<file path="config.mk">
export PLATFORM = sky130hd
export DESIGN_NAME = serial_adder
export DESIGN_NICKNAME = d
export VERILOG_FILES = /design/src/rtl/serial_adder_pkg.sv /design/src/rtl/serial_fa_cell.sv /design/src/rtl/serial_ha_cell.sv /design/src/rtl/serial_adder.sv
export SDC_FILE = /design/constraint.sdc
export NUM_CORES = 1
export LEC_CHECK = 0
export CORE_MARGIN = 10
export CORE_UTILIZATION = 30
export DETAILED_ROUTE_END_ITERATION = 7
export GPL_TIMING_DRIVEN = 1
export PLACE_DENSITY_LB_ADDON = 0.2
export SYNTH_ARGS = -nofsm -noshare
export SYNTH_HDL_FRONTEND = slang
export SYNTH_SLANG_ARGS = --single-unit
</file>
<file path="constraint.sdc">
create_clock -name i_clk -period 1.7 [get_ports i_clk]
set_input_delay 0.51 -clock i_clk [delete_from_list [all_inputs] [get_ports i_clk]]
set_output_delay 0.51 -clock i_clk [all_outputs]
set_load 0.01 [all_outputs]
</file>
<file path="src/rtl/serial_adder_pkg.sv">
// Shared types and helpers for the bit-serial adder.
// Optional subtract mode is enabled by defining SERIAL_ADDER_SUB_EN.
package serial_adder_pkg;

    localparam int unsigned DEFAULT_WIDTH = 8;

    typedef enum logic [1:0] {
        IDLE = 2'd0,
        RUN  = 2'd1,
        FIN  = 2'd2
    } state_t;

    // Bits needed to index 0..val-1 (val >= 2).
    function automatic int unsigned clog2(input int unsigned val);
        int unsigned r;
        r = 0;
        for (int i = 0; i < 32; i++) begin
            if ((32'd1 << r) < val) begin
                r = r + 1;
            end
        end
        return r;
    endfunction

endpackage

</file>
<file path="src/rtl/serial_fa_cell.sv">
// Combinational full adder built from two half adders plus an OR for the carry.
module serial_fa_cell (
    input  logic i_a,
    input  logic i_b,
    input  logic i_c,
    output logic o_s,
    output logic o_c
);

    logic w_s1;
    logic w_c1;
    logic w_c2;

    serial_ha_cell u_ha0 (
        .i_x (i_a),
        .i_y (i_b),
        .o_s (w_s1),
        .o_c (w_c1)
    );

    serial_ha_cell u_ha1 (
        .i_x (w_s1),
        .i_y (i_c),
        .o_s (o_s),
        .o_c (w_c2)
    );

    assign o_c = w_c1 | w_c2;

endmodule

</file>
<file path="src/rtl/serial_ha_cell.sv">
// Half adder: sum and carry of two input bits.
module serial_ha_cell (
    input  logic i_x,
    input  logic i_y,
    output logic o_s,
    output logic o_c
);

    assign o_s = i_x ^ i_y;
    assign o_c = i_x & i_y;

endmodule

</file>
<file path="src/rtl/serial_adder.sv">
// Bit-serial WIDTH-bit adder, LSB first, one bit per clock.
// Define SERIAL_ADDER_SUB_EN to add the i_sub port (A-B via inverted B and carry-in 1).
module serial_adder
    import serial_adder_pkg::*;
#(
    parameter int unsigned WIDTH = DEFAULT_WIDTH
) (
    input  logic             i_clk,
    input  logic             i_rst,
`ifdef SERIAL_ADDER_SUB_EN
    input  logic             i_sub,
`endif
    input  logic             i_start,
    input  logic [WIDTH-1:0] i_a,
    input  logic [WIDTH-1:0] i_b,
    output logic             o_busy,
    output logic             o_done,
    output logic [WIDTH-1:0] o_sum,
    output logic             o_cout
);

    localparam int unsigned CNT_W = clog2(WIDTH);

    state_t             r_state;
    state_t             w_state_next;
    logic [WIDTH-1:0]   r_a;
    logic [WIDTH-1:0]   r_b;
    logic [WIDTH-1:0]   r_sum;
    logic [CNT_W-1:0]   r_cnt;
    logic               r_carry;
    logic               r_cout;
    logic               w_accept;
    logic               w_last;
    logic               w_s;
    logic               w_c;
    logic [WIDTH-1:0]   w_b_load;
    logic               w_cin;

`ifdef SERIAL_ADDER_SUB_EN
    assign w_b_load = i_sub ? ~i_b : i_b;
    assign w_cin    = i_sub;
`else
    assign w_b_load = i_b;
    assign w_cin    = 1'b0;
`endif

    serial_fa_cell u_fa (
        .i_a (r_a[0]),
        .i_b (r_b[0]),
        .i_c (r_carry),
        .o_s (w_s),
        .o_c (w_c)
    );

    always_ff @(posedge i_clk or posedge i_rst) begin
        if (i_rst) begin
            r_state <= IDLE;
        end else begin
            r_state <= w_state_next;
        end
    end

    always_comb begin
        w_state_next = r_state;
        w_accept     = 1'b0;
        w_last       = 1'b0;
        o_busy       = 1'b0;
        o_done       = 1'b0;
        unique case (r_state)
            IDLE: begin
                if (i_start) begin
                    w_accept     = 1'b1;
                    w_state_next = RUN;
                end
            end
            RUN: begin
                o_busy = 1'b1;
                // START is deliberately not looked at here.
                if (r_cnt == CNT_W'(WIDTH - 1)) begin
                    w_last       = 1'b1;
                    w_state_next = FIN;
                end
            end
            FIN: begin
                o_done = 1'b1;
                if (i_start) begin
                    w_accept     = 1'b1;
                    w_state_next = RUN;
                end else begin
                    w_state_next = IDLE;
                end
            end
            default: w_state_next = IDLE;
        endcase
    end

    always_ff @(posedge i_clk or posedge i_rst) begin
        if (i_rst) begin
            r_a     <= '0;
            r_b     <= '0;
            r_sum   <= '0;
            r_cnt   <= '0;
            r_carry <= 1'b0;
            r_cout  <= 1'b0;
        end else if (w_accept) begin
            r_a     <= i_a;
            r_b     <= w_b_load;
            r_carry <= w_cin;
            r_cnt   <= '0;
        end else if (r_state == RUN) begin
            r_sum   <= {w_s, r_sum[WIDTH-1:1]};
            r_a     <= {1'b0, r_a[WIDTH-1:1]};
            r_b     <= {1'b0, r_b[WIDTH-1:1]};
            r_carry <= w_c;
            r_cnt   <= r_cnt + CNT_W'(1);
            if (w_last) begin
                r_cout <= w_c;
            end
        end
    end

    assign o_sum  = r_sum;
    assign o_cout = r_cout;

endmodule

</file>
==> results of run 1 <==
## through the flow
stage,worst slack [ps],std cells
global route,-13.9,232
finish,50.3,232
floorplan,296,140
CTS,0.0129,232
detailed placement,-75.3,224
global placement,-26.0,224
## cell type report
type	count	area [µm²]
clock buffer	6	82.6
clock inverter	2	35.0
fill	452	2750
inverter	2	7.51
multi-input combinational	98	612
sequential	31	776
tap	54	67.6
timing repair buffer	39	365
## where the power goes
part	switching [mW]	internal [mW]	total, mW	leakage [nW]
combinational	0.687	0.689	1.38	0.436
clock	0.277	0.474	0.750	0.0612
sequential	0.239	1.09	1.33	0.377
## critical path, stage by stage (launching register included)
cell	delay, ps
dfrtp_1	410
nor2b_2	170
dlygate4sd2_1	290
## routing by layer
metal	vias to the layer above	global-route usage [%]	wire, µm
li1	558	-	-
met1	534	9.41	1400
met2	28	15.2	1590
met3	7	3.46	195
met4	0	4.34	74
met5	-	0	0
## state kept, by name, indices dropped and copies added (netlist names)
signal,flops
r_carry,1
o_sum,8
r_state,2
o_cout,1
r_cnt,3
r_b,8
r_a,8
## synth_stat cells (7+ instances only)
cell type	count	area [µm²]
mux2i_1	8	80.1
a21oi_1	7	35.0
dfrtp_1	31	776
nor3_1	7	35.0
nor2b_1	9	56.3
o22ai_1	7	43.8
nor2_1	8	30.0
nand2_1	26	97.6
a211oi_1	7	52.6
## path summary, 6_finish.rpt
| check | slack (ps) | endpoint | start |
|---|---|---|---|
| min in group asynchronous | 570 | o_sum[0] | i_rst |
| max in group asynchronous | 950 | o_sum[6] | i_rst |
| worst max register to register | 250 | r_carry | r_carry |
| worst min register to register | 480 | o_sum[0] | o_sum[0] |
| worst max-delay path | 50 | o_done | r_state[1] |
| worst min-delay path | 480 | o_sum[0] | o_sum[0] |
## repair_timing
item	4_1_cts	5_1_grt
endpoints found under the setup margin	11	2
setup buffers	0	0
hold buffers	0	0
gates resized for setup	12	2
## cell families after synthesis
family                     after synthesis  share of synthesized area [%]
AOI/OAI and AO/OA                       27                           12.0
adders and majority gates                3                           3.14
muxes                                   12                           8.98
buffers and inverters                   11                           4.01
and+or+nand+nor                         56                           17.8
DFF                                     31                           54.1
==> impl_metrics.tcl, run 1 <==
set metrics [dict create \
    status "finished, final reports clean" \
    die_h_um 89.2 \
    drv_slew 0 \
    hold_path_class "register to register" \
    nets 199 \
    hpwl_um 2360 \
    grt_pass1_wl_um 5370 \
    final_common_cell "dfrtp_1" \
    crit_fanout 4 \
    cts-buffers-inserted 5 \
    drv_cap 0 \
    grt_use_total_pct 8.91 \
    synth_fp_nets 162 \
    synth_edf_count 0 \
    seq_area_frac_synth_pct 54.1 \
    netlist_instances 140 \
    max_freq_mhz 606 \
    timing.hold.ws_ps 478 \
    row_count 25 \
    finalSetupViolCount 0 \
    final_cell_mix "dfrtp_1 (31), nand2_1 (26), clkdlybuf4s50_1 (18), dlygate4sd2_1 (10), buf_4 (9)" \
    tns_ps 0 \
    path_clk_slew_ps 70 \
    drtPass1Iterations 4 \
    p_leak_nw 0.874 \
    place_area_um2 1830 \
    htreeDepth 2 \
    gp_congestion 0.689 \
    worstPathArrival_ps 1140 \
    clkSinkCount 31 \
    finClkSkew_ps 6.97 \
    drt-total-wl_um 3260 \
    synth_ff_type "dfrtp_1" \
    avgRoutedWirePerCell_um 14.1 \
    finalInstanceArea_um2 1950 \
    synthDistinctLibCells 24 \
    cts_root_buf "clkbuf_8" \
    drc 0 \
    final_util_pct 41.5 \
    ys_warn_count 0 \
    port_buffers 29 \
    period_needed_ps 1650 \
    reg2regPathDepth 3 \
    tightest_slew_ps 236 \
    initialDrtViolationCount 52 \
    via_count 1127 \
    area_growth_pct 35.6 \
    tritoncts "yes" \
    start_util_pct 30.6 \
    cp.required_ps 1190 \
    drive_above_1_share_pct 14.6 \
    clock_latency_ps 280 \
    holdPathStages 2 \
    endpoint_kind "primary output" \
    grt_remaining_overflow 0 \
    peakVddDrop_uv 611 \
    antenna_found_initial 0 \
    grt_max_degree 32 \
    powerDensity_nw_per_um2 1780 \
    ios 30 \
    first_global_vias 1174 \
    ys_ff_latch 31 \
    diodes 0 \
    p_total_mw 3.45 \
    hold_viol_final 0 \
    maxSlewHeadroom_pct 84.2 \
    rsz0062_at_grt "true" \
    syn_avg_cell_area_um2 10.3 \
    async_flop_share_pct 100 \
    max-clock-path-buffers 2 \
    cp-start-kind "register" \
    core_um2 4690 \
    die_area_um2 7950 \
    routed_via_density 4.86 \
    synth_area_um2 1440 \
    fin_crit_sh_pct 97.0 \
    detail-route-antenna-nets 0 \
    die_x_um 89.2 \
    crit_type "register to primary output" \
]
Note: power is estimated with default switching activity, not from simulation.
==> run 2, diff against run 1 <==
--- a/config.mk
+++ b/config.mk
@@ -5,6 +5,7 @@
 export SDC_FILE = /design/constraint.sdc
 export NUM_CORES = 1
 export LEC_CHECK = 0
+export ABC_CLOCK_PERIOD_IN_PS = 1700
 export CORE_MARGIN = 10
 export CORE_UTILIZATION = 30
 export DETAILED_ROUTE_END_ITERATION = 7
==> results of run 2 <==
No change in the layout: final DEF, timing and power equal those of run 1.
